**src/rtl/wb_csr_pkg.sv**
```systemverilog
// Shared definitions for the white-balance gain CSR block:
// register offsets, error codes and the loader FSM states.
package wb_csr_pkg;

   localparam logic [31:0] WB_R_OFFSET = 32'h0000_0000;
   localparam logic [31:0] WB_G_OFFSET = 32'h0000_0004;
   localparam logic [31:0] WB_B_OFFSET = 32'h0000_0008;

   localparam logic [1:0] AXI_OKAY = 2'b00;

   typedef enum logic [1:0] {
      WB_ERR_OK       = 2'd0,
      WB_ERR_RESP     = 2'd1,
      WB_ERR_MISMATCH = 2'd2,
      WB_ERR_TIMEOUT  = 2'd3
   } wb_err_t;

   typedef enum logic [2:0] {
      WB_IDLE,
      WB_WR_AW_W,
      WB_WR_B,
      WB_RD_AR,
      WB_RD_R,
      WB_DONE
   } wb_wr_state_t;

   function automatic logic [31:0] wb_reg_offset(input logic [1:0] idx);
      logic [31:0] off;
      case (idx)
         2'd0:    off = WB_R_OFFSET;
         2'd1:    off = WB_G_OFFSET;
         default: off = WB_B_OFFSET;
      endcase
      return off;
   endfunction

endpackage

```
**src/rtl/wb_coef_csr_writer.sv**
```systemverilog
// AXI4-Lite initiator that writes R/G/B white-balance gains into the
// corrector CSR block and optionally reads them back for comparison.
module wb_coef_csr_writer
   import wb_csr_pkg::*;
#(
   parameter logic [31:0] BASE_ADDR      = 32'h0000_0000,
   parameter int          COEF_WIDTH     = 12,
   parameter int          FRACT_WIDTH    = 10,
   parameter bit          VERIFY         = 1'b1,
   parameter int          TIMEOUT_CYCLES = 1024
) (
   input  logic                  clk_i,
   input  logic                  rst_n_i,
   input  logic                  start_i,
   input  logic [COEF_WIDTH-1:0] gain_r_i,
   input  logic [COEF_WIDTH-1:0] gain_g_i,
   input  logic [COEF_WIDTH-1:0] gain_b_i,
   output logic                  busy_o,
   output logic                  done_o,
   output logic                  error_o,
   output logic [1:0]            err_code_o,
   output logic                  csr_awvalid_o,
   output logic [31:0]           csr_awaddr_o,
   output logic [2:0]            csr_awprot_o,
   input  logic                  csr_awready_i,
   output logic                  csr_wvalid_o,
   output logic [31:0]           csr_wdata_o,
   output logic [3:0]            csr_wstrb_o,
   input  logic                  csr_wready_i,
   input  logic                  csr_bvalid_i,
   input  logic [1:0]            csr_bresp_i,
   output logic                  csr_bready_o,
   output logic                  csr_arvalid_o,
   output logic [31:0]           csr_araddr_o,
   output logic [2:0]            csr_arprot_o,
   input  logic                  csr_arready_i,
   input  logic                  csr_rvalid_i,
   input  logic [31:0]           csr_rdata_i,
   input  logic [1:0]            csr_rresp_i,
   output logic                  csr_rready_o
);

   if (FRACT_WIDTH != COEF_WIDTH - 2 || TIMEOUT_CYCLES < 2
       || COEF_WIDTH >= 32) begin : g_bad_cfg
      $error("wb_coef_csr_writer: illegal parameter set");
   end

   localparam int TW = $clog2(TIMEOUT_CYCLES + 1);
   localparam logic [TW-1:0] TMO_LAST = TW'(TIMEOUT_CYCLES - 1);

   wb_wr_state_t          state_q, state_d;
   logic [1:0]            idx_q, idx_d;
   logic [TW-1:0]         tmo_q, tmo_d;
   logic [COEF_WIDTH-1:0] gain_r_q, gain_r_d;
   logic [COEF_WIDTH-1:0] gain_g_q, gain_g_d;
   logic [COEF_WIDTH-1:0] gain_b_q, gain_b_d;
   logic                  awvalid_q, awvalid_d;
   logic                  wvalid_q, wvalid_d;
   logic                  bready_q, bready_d;
   logic                  arvalid_q, arvalid_d;
   logic                  rready_q, rready_d;
   logic [31:0]           awaddr_q, awaddr_d;
   logic [31:0]           wdata_q, wdata_d;
   logic [31:0]           araddr_q, araddr_d;
   logic                  busy_q, busy_d;
   logic                  done_q, done_d;
   logic                  error_q, error_d;
   wb_err_t               err_q, err_d;

   logic                  fin;
   wb_err_t               fin_code;
   logic                  aw_ok, w_ok, tmo_hit;
   logic [1:0]            nxt_idx;

   function automatic logic [COEF_WIDTH-1:0] pick_gain(
      input logic [1:0]            idx,
      input logic [COEF_WIDTH-1:0] r,
      input logic [COEF_WIDTH-1:0] g,
      input logic [COEF_WIDTH-1:0] b
   );
      logic [COEF_WIDTH-1:0] v;
      case (idx)
         2'd0:    v = r;
         2'd1:    v = g;
         default: v = b;
      endcase
      return v;
   endfunction

   function automatic logic [31:0] zext(input logic [COEF_WIDTH-1:0] g);
      return {{(32-COEF_WIDTH){1'b0}}, g};
   endfunction

   always_comb begin
      state_d   = state_q;
      idx_d     = idx_q;
      tmo_d     = tmo_q;
      gain_r_d  = gain_r_q;
      gain_g_d  = gain_g_q;
      gain_b_d  = gain_b_q;
      awvalid_d = awvalid_q;
      wvalid_d  = wvalid_q;
      bready_d  = bready_q;
      arvalid_d = arvalid_q;
      rready_d  = rready_q;
      awaddr_d  = awaddr_q;
      wdata_d   = wdata_q;
      araddr_d  = araddr_q;
      busy_d    = busy_q;
      err_d     = err_q;
      done_d    = 1'b0;
      error_d   = 1'b0;
      fin       = 1'b0;
      fin_code  = WB_ERR_OK;
      nxt_idx   = idx_q + 2'd1;
      tmo_hit   = (tmo_q == TMO_LAST);
      aw_ok     = !awvalid_q || csr_awready_i;
      w_ok      = !wvalid_q || csr_wready_i;

      unique case (state_q)
         WB_IDLE: begin
            if (start_i) begin
               state_d   = WB_WR_AW_W;
               idx_d     = 2'd0;
               tmo_d     = '0;
               gain_r_d  = gain_r_i;
               gain_g_d  = gain_g_i;
               gain_b_d  = gain_b_i;
               awvalid_d = 1'b1;
               wvalid_d  = 1'b1;
               awaddr_d  = BASE_ADDR + wb_reg_offset(2'd0);
               wdata_d   = zext(gain_r_i);
               busy_d    = 1'b1;
               err_d     = WB_ERR_OK;
            end
         end
         WB_WR_AW_W: begin
            tmo_d = tmo_q + 1'b1;
            if (awvalid_q && csr_awready_i) awvalid_d = 1'b0;
            if (wvalid_q && csr_wready_i) wvalid_d = 1'b0;
            if (aw_ok && w_ok) begin
               state_d  = WB_WR_B;
               bready_d = 1'b1;
               tmo_d    = '0;
            end else if (tmo_hit) begin
               fin      = 1'b1;
               fin_code = WB_ERR_TIMEOUT;
            end
         end
         WB_WR_B: begin
            tmo_d = tmo_q + 1'b1;
            if (csr_bvalid_i) begin
               bready_d = 1'b0;
               if (csr_bresp_i != AXI_OKAY) begin
                  fin      = 1'b1;
                  fin_code = WB_ERR_RESP;
               end else if (idx_q != 2'd2) begin
                  state_d   = WB_WR_AW_W;
                  idx_d     = nxt_idx;
                  tmo_d     = '0;
                  awvalid_d = 1'b1;
                  wvalid_d  = 1'b1;
                  awaddr_d  = BASE_ADDR + wb_reg_offset(nxt_idx);
                  wdata_d   = zext(pick_gain(nxt_idx, gain_r_q,
                                             gain_g_q, gain_b_q));
               end else if (VERIFY) begin
                  state_d   = WB_RD_AR;
                  idx_d     = 2'd0;
                  tmo_d     = '0;
                  arvalid_d = 1'b1;
                  araddr_d  = BASE_ADDR + wb_reg_offset(2'd0);
               end else begin
                  fin = 1'b1;
               end
            end else if (tmo_hit) begin
               fin      = 1'b1;
               fin_code = WB_ERR_TIMEOUT;
            end
         end
         WB_RD_AR: begin
            tmo_d = tmo_q + 1'b1;
            if (csr_arready_i) begin
               state_d   = WB_RD_R;
               arvalid_d = 1'b0;
               rready_d  = 1'b1;
               tmo_d     = '0;
            end else if (tmo_hit) begin
               fin      = 1'b1;
               fin_code = WB_ERR_TIMEOUT;
            end
         end
         WB_RD_R: begin
            tmo_d = tmo_q + 1'b1;
            if (csr_rvalid_i) begin
               rready_d = 1'b0;
               if (csr_rresp_i != AXI_OKAY) begin
                  fin      = 1'b1;
                  fin_code = WB_ERR_RESP;
               end else if (csr_rdata_i[COEF_WIDTH-1:0] !=
                            pick_gain(idx_q, gain_r_q, gain_g_q, gain_b_q)) begin
                  fin      = 1'b1;
                  fin_code = WB_ERR_MISMATCH;
               end else if (idx_q != 2'd2) begin
                  state_d   = WB_RD_AR;
                  idx_d     = nxt_idx;
                  tmo_d     = '0;
                  arvalid_d = 1'b1;
                  araddr_d  = BASE_ADDR + wb_reg_offset(nxt_idx);
               end else begin
                  fin = 1'b1;
               end
            end else if (tmo_hit) begin
               fin      = 1'b1;
               fin_code = WB_ERR_TIMEOUT;
            end
         end
         WB_DONE: begin
            state_d = WB_IDLE;
            busy_d  = 1'b0;
         end
         default: state_d = WB_IDLE;
      endcase

      // Every termination path, including timeout, releases the bus at once.
      if (fin) begin
         state_d   = WB_DONE;
         done_d    = 1'b1;
         error_d   = (fin_code != WB_ERR_OK);
         err_d     = fin_code;
         awvalid_d = 1'b0;
         wvalid_d  = 1'b0;
         bready_d  = 1'b0;
         arvalid_d = 1'b0;
         rready_d  = 1'b0;
      end
   end

   always_ff @(posedge clk_i or negedge rst_n_i) begin
      if (!rst_n_i) begin
         state_q   <= WB_IDLE;
         idx_q     <= '0;
         tmo_q     <= '0;
         gain_r_q  <= '0;
         gain_g_q  <= '0;
         gain_b_q  <= '0;
         awvalid_q <= 1'b0;
         wvalid_q  <= 1'b0;
         bready_q  <= 1'b0;
         arvalid_q <= 1'b0;
         rready_q  <= 1'b0;
         awaddr_q  <= '0;
         wdata_q   <= '0;
         araddr_q  <= '0;
         busy_q    <= 1'b0;
         done_q    <= 1'b0;
         error_q   <= 1'b0;
         err_q     <= WB_ERR_OK;
      end else begin
         state_q   <= state_d;
         idx_q     <= idx_d;
         tmo_q     <= tmo_d;
         gain_r_q  <= gain_r_d;
         gain_g_q  <= gain_g_d;
         gain_b_q  <= gain_b_d;
         awvalid_q <= awvalid_d;
         wvalid_q  <= wvalid_d;
         bready_q  <= bready_d;
         arvalid_q <= arvalid_d;
         rready_q  <= rready_d;
         awaddr_q  <= awaddr_d;
         wdata_q   <= wdata_d;
         araddr_q  <= araddr_d;
         busy_q    <= busy_d;
         done_q    <= done_d;
         error_q   <= error_d;
         err_q     <= err_d;
      end
   end

   logic unused_rdata;
   assign unused_rdata = &{1'b0, csr_rdata_i[31:COEF_WIDTH]};

   assign busy_o        = busy_q;
   assign done_o        = done_q;
   assign error_o       = error_q;
   assign err_code_o    = err_q;
   assign csr_awvalid_o = awvalid_q;
   assign csr_awaddr_o  = awaddr_q;
   assign csr_awprot_o  = 3'b000;
   assign csr_wvalid_o  = wvalid_q;
   assign csr_wdata_o   = wdata_q;
   assign csr_wstrb_o   = 4'hF;
   assign csr_bready_o  = bready_q;
   assign csr_arvalid_o = arvalid_q;
   assign csr_araddr_o  = araddr_q;
   assign csr_arprot_o  = 3'b000;
   assign csr_rready_o  = rready_q;

endmodule

```
**config.mk**
```make
export PLATFORM = sky130hd
export DESIGN_NAME = wb_coef_csr_writer
export DESIGN_NICKNAME = d
export VERILOG_FILES = /design/src/rtl/wb_csr_pkg.sv /design/src/rtl/wb_coef_csr_writer.sv
export SDC_FILE = /design/constraint.sdc
export NUM_CORES = 1
export LEC_CHECK = 0
export CAP_MARGIN = 20
export CORE_MARGIN = 2
export CORE_UTILIZATION = 30
export DETAILED_ROUTE_END_ITERATION = 12
export GPL_TIMING_DRIVEN = 0
export PLACE_DENSITY = 0.56
export RECOVER_POWER = 50
export SLEW_MARGIN = 20
export SYNTH_ARGS = -nofsm -noshare
export SYNTH_HDL_FRONTEND = slang
export SYNTH_SLANG_ARGS = --single-unit
```
**constraint.sdc**
```tcl
create_clock -name clk_i -period 7.4 [get_ports clk_i]
set_input_delay 1.48 -clock clk_i [delete_from_list [all_inputs] [get_ports clk_i]]
set_output_delay 1.48 -clock clk_i [all_outputs]
set_load 0.005 [all_outputs]
```
==> results.json <==
{
  "synthAdderAreaFrac_pct": 1.30,
  "yosys.area.top_type": "dfrtp_1",
  "synth_top_area_share_pct": 40.4,
  "fin_util_pct": 41.7,
  "io_pins": 196,
  "crit_slowest_cell": "dlygate4sd3_1",
  "p_per_area_nw_per_um2": 364,
  "endpoint_kind": "register",
  "num-nets-final": 786,
  "peakVddDrop_mv": 0.144,
  "drc": 0,
  "n_fill_cell": 1564,
  "max_cap_violations": 0,
  "dpl.cell_count": 906,
  "crit_type": "in2reg",
  "crit_chain": "dlygate4sd3_1 > and3_1 > clkbuf_1 > buf_1 > mux2_2",
  "cpPeakStageDelay_ns": 0.65,
  "synth-seq-area-share_pct": 40.4,
  "clock_skew_ns": 0.00593,
  "final_cells": 922,
  "die_h_um": 131,
  "grt_usage_pct": 15.6,
  "wire_per_inst_um": 14.6,
  "hp-class": "reg2reg",
  "async_reset_ff_share_pct": 100,
  "clock_latency_ns": 0.34,
  "grt_max_degree": 56,
  "grt_pass1_wl_um": 20500,
  "chipWidth_um": 131,
  "post-route-period-util_pct": 48.5,
  "startpoint_type": "primary input",
  "min_period_ns": 3.59,
  "outcome": "completed",
  "multiInputGateArea_um2": 2370,
  "htreeDepth": 3,
  "worst-path-buf-inv": 3,
  "worst_pin_slew_ns": 1.43,
  "setup_viol": 0,
  "yosys_most_used_dff": "dfrtp_1",
  "vias": 4112,
  "drive_above_1_share_pct": 22.4,
  "synthDistinctLibCells": 47,
  "port_buffers": 85,
  "cts_max_path_buffers": 2,
  "avgViaCountPerCell": 4.46,
  "grt_overflow": 0,
  "clk_pin_slew_ns": 0.06,
  "regArea_um2": 1950,
  "slew_headroom_pct": 4.52,
  "core_area_um2": 15800,
  "post-place-ws_ns": 3.55,
  "critPathRequiredTime_ns": 7.62,
  "leakagePower_nw": 3.13,
  "initial_utilization_pct": 30.5,
  "synthesis.area_um2": 4830,
  "synth_mux_area_share_pct": 9.04,
  "dr.pass1.iters": 5,
  "rows": 46,
  "drt_iter0_markers": 322,
  "synthCells": 516,
  "ys_top_cells_by_area": "dfrtp_1 (40%), buf_4 (14%), mux2_2 (8.4%), a21oi_1 (6.0%), nor2_1 (3.1%)",
  "synth-simple-area-share_pct": 11.8,
  "final_antenna_net_count": 0,
  "synth-seq-cells": 78,
  "cts_inserted_buffers": 9,
  "cp.arrival_ns": 3.81,
  "fin_ws_ns": 3.81,
  "holdBufCountCts": 0,
  "antenna_found_initial": 0,
  "routabilityCongestion": 0.852,
  "syn2layout_area_growth_pct": 36.5,
  "die_area_um2": 17100,
  "fmax_mhz": 279,
  "ctsRootBufferMaster": "clkbuf_16",
  "routed_wl_um": 13500,
  "crit_family": "buffers and inverters",
  "rsz0062_at_grt": "false",
  "synth-compound-area-share_pct": 17.6,
  "slew_viol_final": 0,
  "tritoncts": "yes",
  "synth_top_family_by_area": "compound AO/OA/AOI/OAI gates",
  "cp_max_fo": 10,
  "grt_pass1_vias": 3863,
  "dp_hpwl_um": 10400,
  "synthXorXnorAreaFrac_pct": 2.36,
  "syn_avg_cell_area_um2": 9.36,
  "clock_sinks": 78,
  "cts_setup_buffers": 0,
  "cts-resized-gates": 0,
  "yosys_warnings": 0,
  "tns_ns": 0,
  "finalHoldViolCount": 0,
  "n_antenna_cell": 0,
  "synth_enable_flop_cells": 0
}
cells in the final DEF, fill, tap and decap left out, types with 12 or more instances in the layout:
| cell | count |
|---|---|
| buf_4 | 90 |
| conb_1 | 90 |
| dfrtp_1 | 78 |
| clkdlybuf4s50_1 | 71 |
| a21oi_1 | 58 |
| nor2_1 | 40 |
| nand2_1 | 37 |
| mux2_2 | 36 |
| o21ai_0 | 28 |
| clkbuf_1 | 20 |
| a22o_1 | 14 |
| a22oi_1 | 13 |
| dlygate4sd3_1 | 13 |
| xor2_1 | 12 |
layer usage:
| metal | track usage, % | share of wire, % |
|---|---|---|
| met5 | 0 | 0 |
| met4 | 2.38 | 0.83 |
| met1 | 20.6 | 43 |
| met3 | 3.22 | 6.8 |
| met2 | 26.8 | 49 |
synthesized netlist by cell type (2+ instances only):
cell type  count
a21o_1         3
a22oi_1       13
a21oi_2        4
a22o_1        14
nand2_1       37
and3_1         6
o21ai_0       28
nand2b_1       9
nor2_1        40
clkbuf_1      17
xor2_1        12
conb_1         2
nand3b_1       2
o21bai_1       2
buf_6          6
dfrtp_1       78
a31oi_1        7
inv_1          5
a21oi_1       58
nand4_2        2
ha_1           5
nor3_1         5
buf_4         90
nand3_1        9
mux2_2        36
o31ai_1        3
buf_1          2
mux2i_1        2
registers in the layout (all words and copies together), names as in the netlist, 2 cells and up:
signal / flops
err_code_o: 2
state_q: 3
csr_wdata_o: 12
csr_araddr_o: 2
tmo_q: 11
gain_r_q: 12
gain_g_q: 12
idx_q: 2
gain_b_q: 12
csr_awaddr_o: 2
worst paths after layout:
path / slack (ns) / to / cells after the start / from
max in group asynchronous: 4.98 / csr_awaddr_o[3]$_DFFE_PN0P_ / 2 / rst_n_i
max: 3.81 / gain_g_q[11]$_DFFE_PN0P_ / 5 / start_i
min in group asynchronous: 1.47 / tmo_q[6]$_DFFE_PN0P_ / 1 / rst_n_i
min: 0.48 / csr_awaddr_o[2]$_DFFE_PN0P_ / 2 / csr_awaddr_o[2]$_DFFE_PN0P_
min reg2reg: 0.48 / csr_awaddr_o[2]$_DFFE_PN0P_ / 2 / csr_awaddr_o[2]$_DFFE_PN0P_
max reg2reg: 4.19 / idx_q[0]$_DFFE_PN0P_ / 12 / idx_q[0]$_DFFE_PN0P_
power breakdown:
part           switching, mW  internal (mW)  total [mW]
clock network          0.178          0.262       0.441
logic                  0.633          0.566        1.20
registers              0.149          0.610       0.758
total                  0.960           1.44        2.40
through the flow:
stage          total power [mW]  area (um^2)  hold slack (ns)
6_report                   2.40         6590            0.478
5_1_grt                    2.58         6590            0.515
4_1_cts                    2.42         6600            0.488
3_5_place_dp               1.97         6300            0.477
3_3_place_gp               1.94         6280            0.463
2_1_floorplan              1.55         5160            0.442
cell type report:
type                       count  area share (%)
tap                          216            4.10
clock buffer                  11            3.53
multi-input combinational    405            35.9
buffer                       115            12.4
inverter                       6           0.342
sequential                    78            29.6
clock inverter                 5           0.892
timing repair buffer          86            13.2
kinds of logic (layout without fill, tap and decap cells):
group,Yosys count,count (layout)
buffers and inverters,121,223
XOR/XNOR,13,13
other,2,90
AND/OR/NAND/NOR,119,119
adder cells (fa/ha/maj),5,5
multiplexers,39,39
AO/OA/AOI/OAI,139,139
flip-flops,78,78
tightest hold or removal path: stages (launching register included):
cell and delay, ns:
dfrtp_1 0.34, nand2_1 0.04, o21ai_0 0.06
Note: power is estimated with default switching activity, not from simulation.
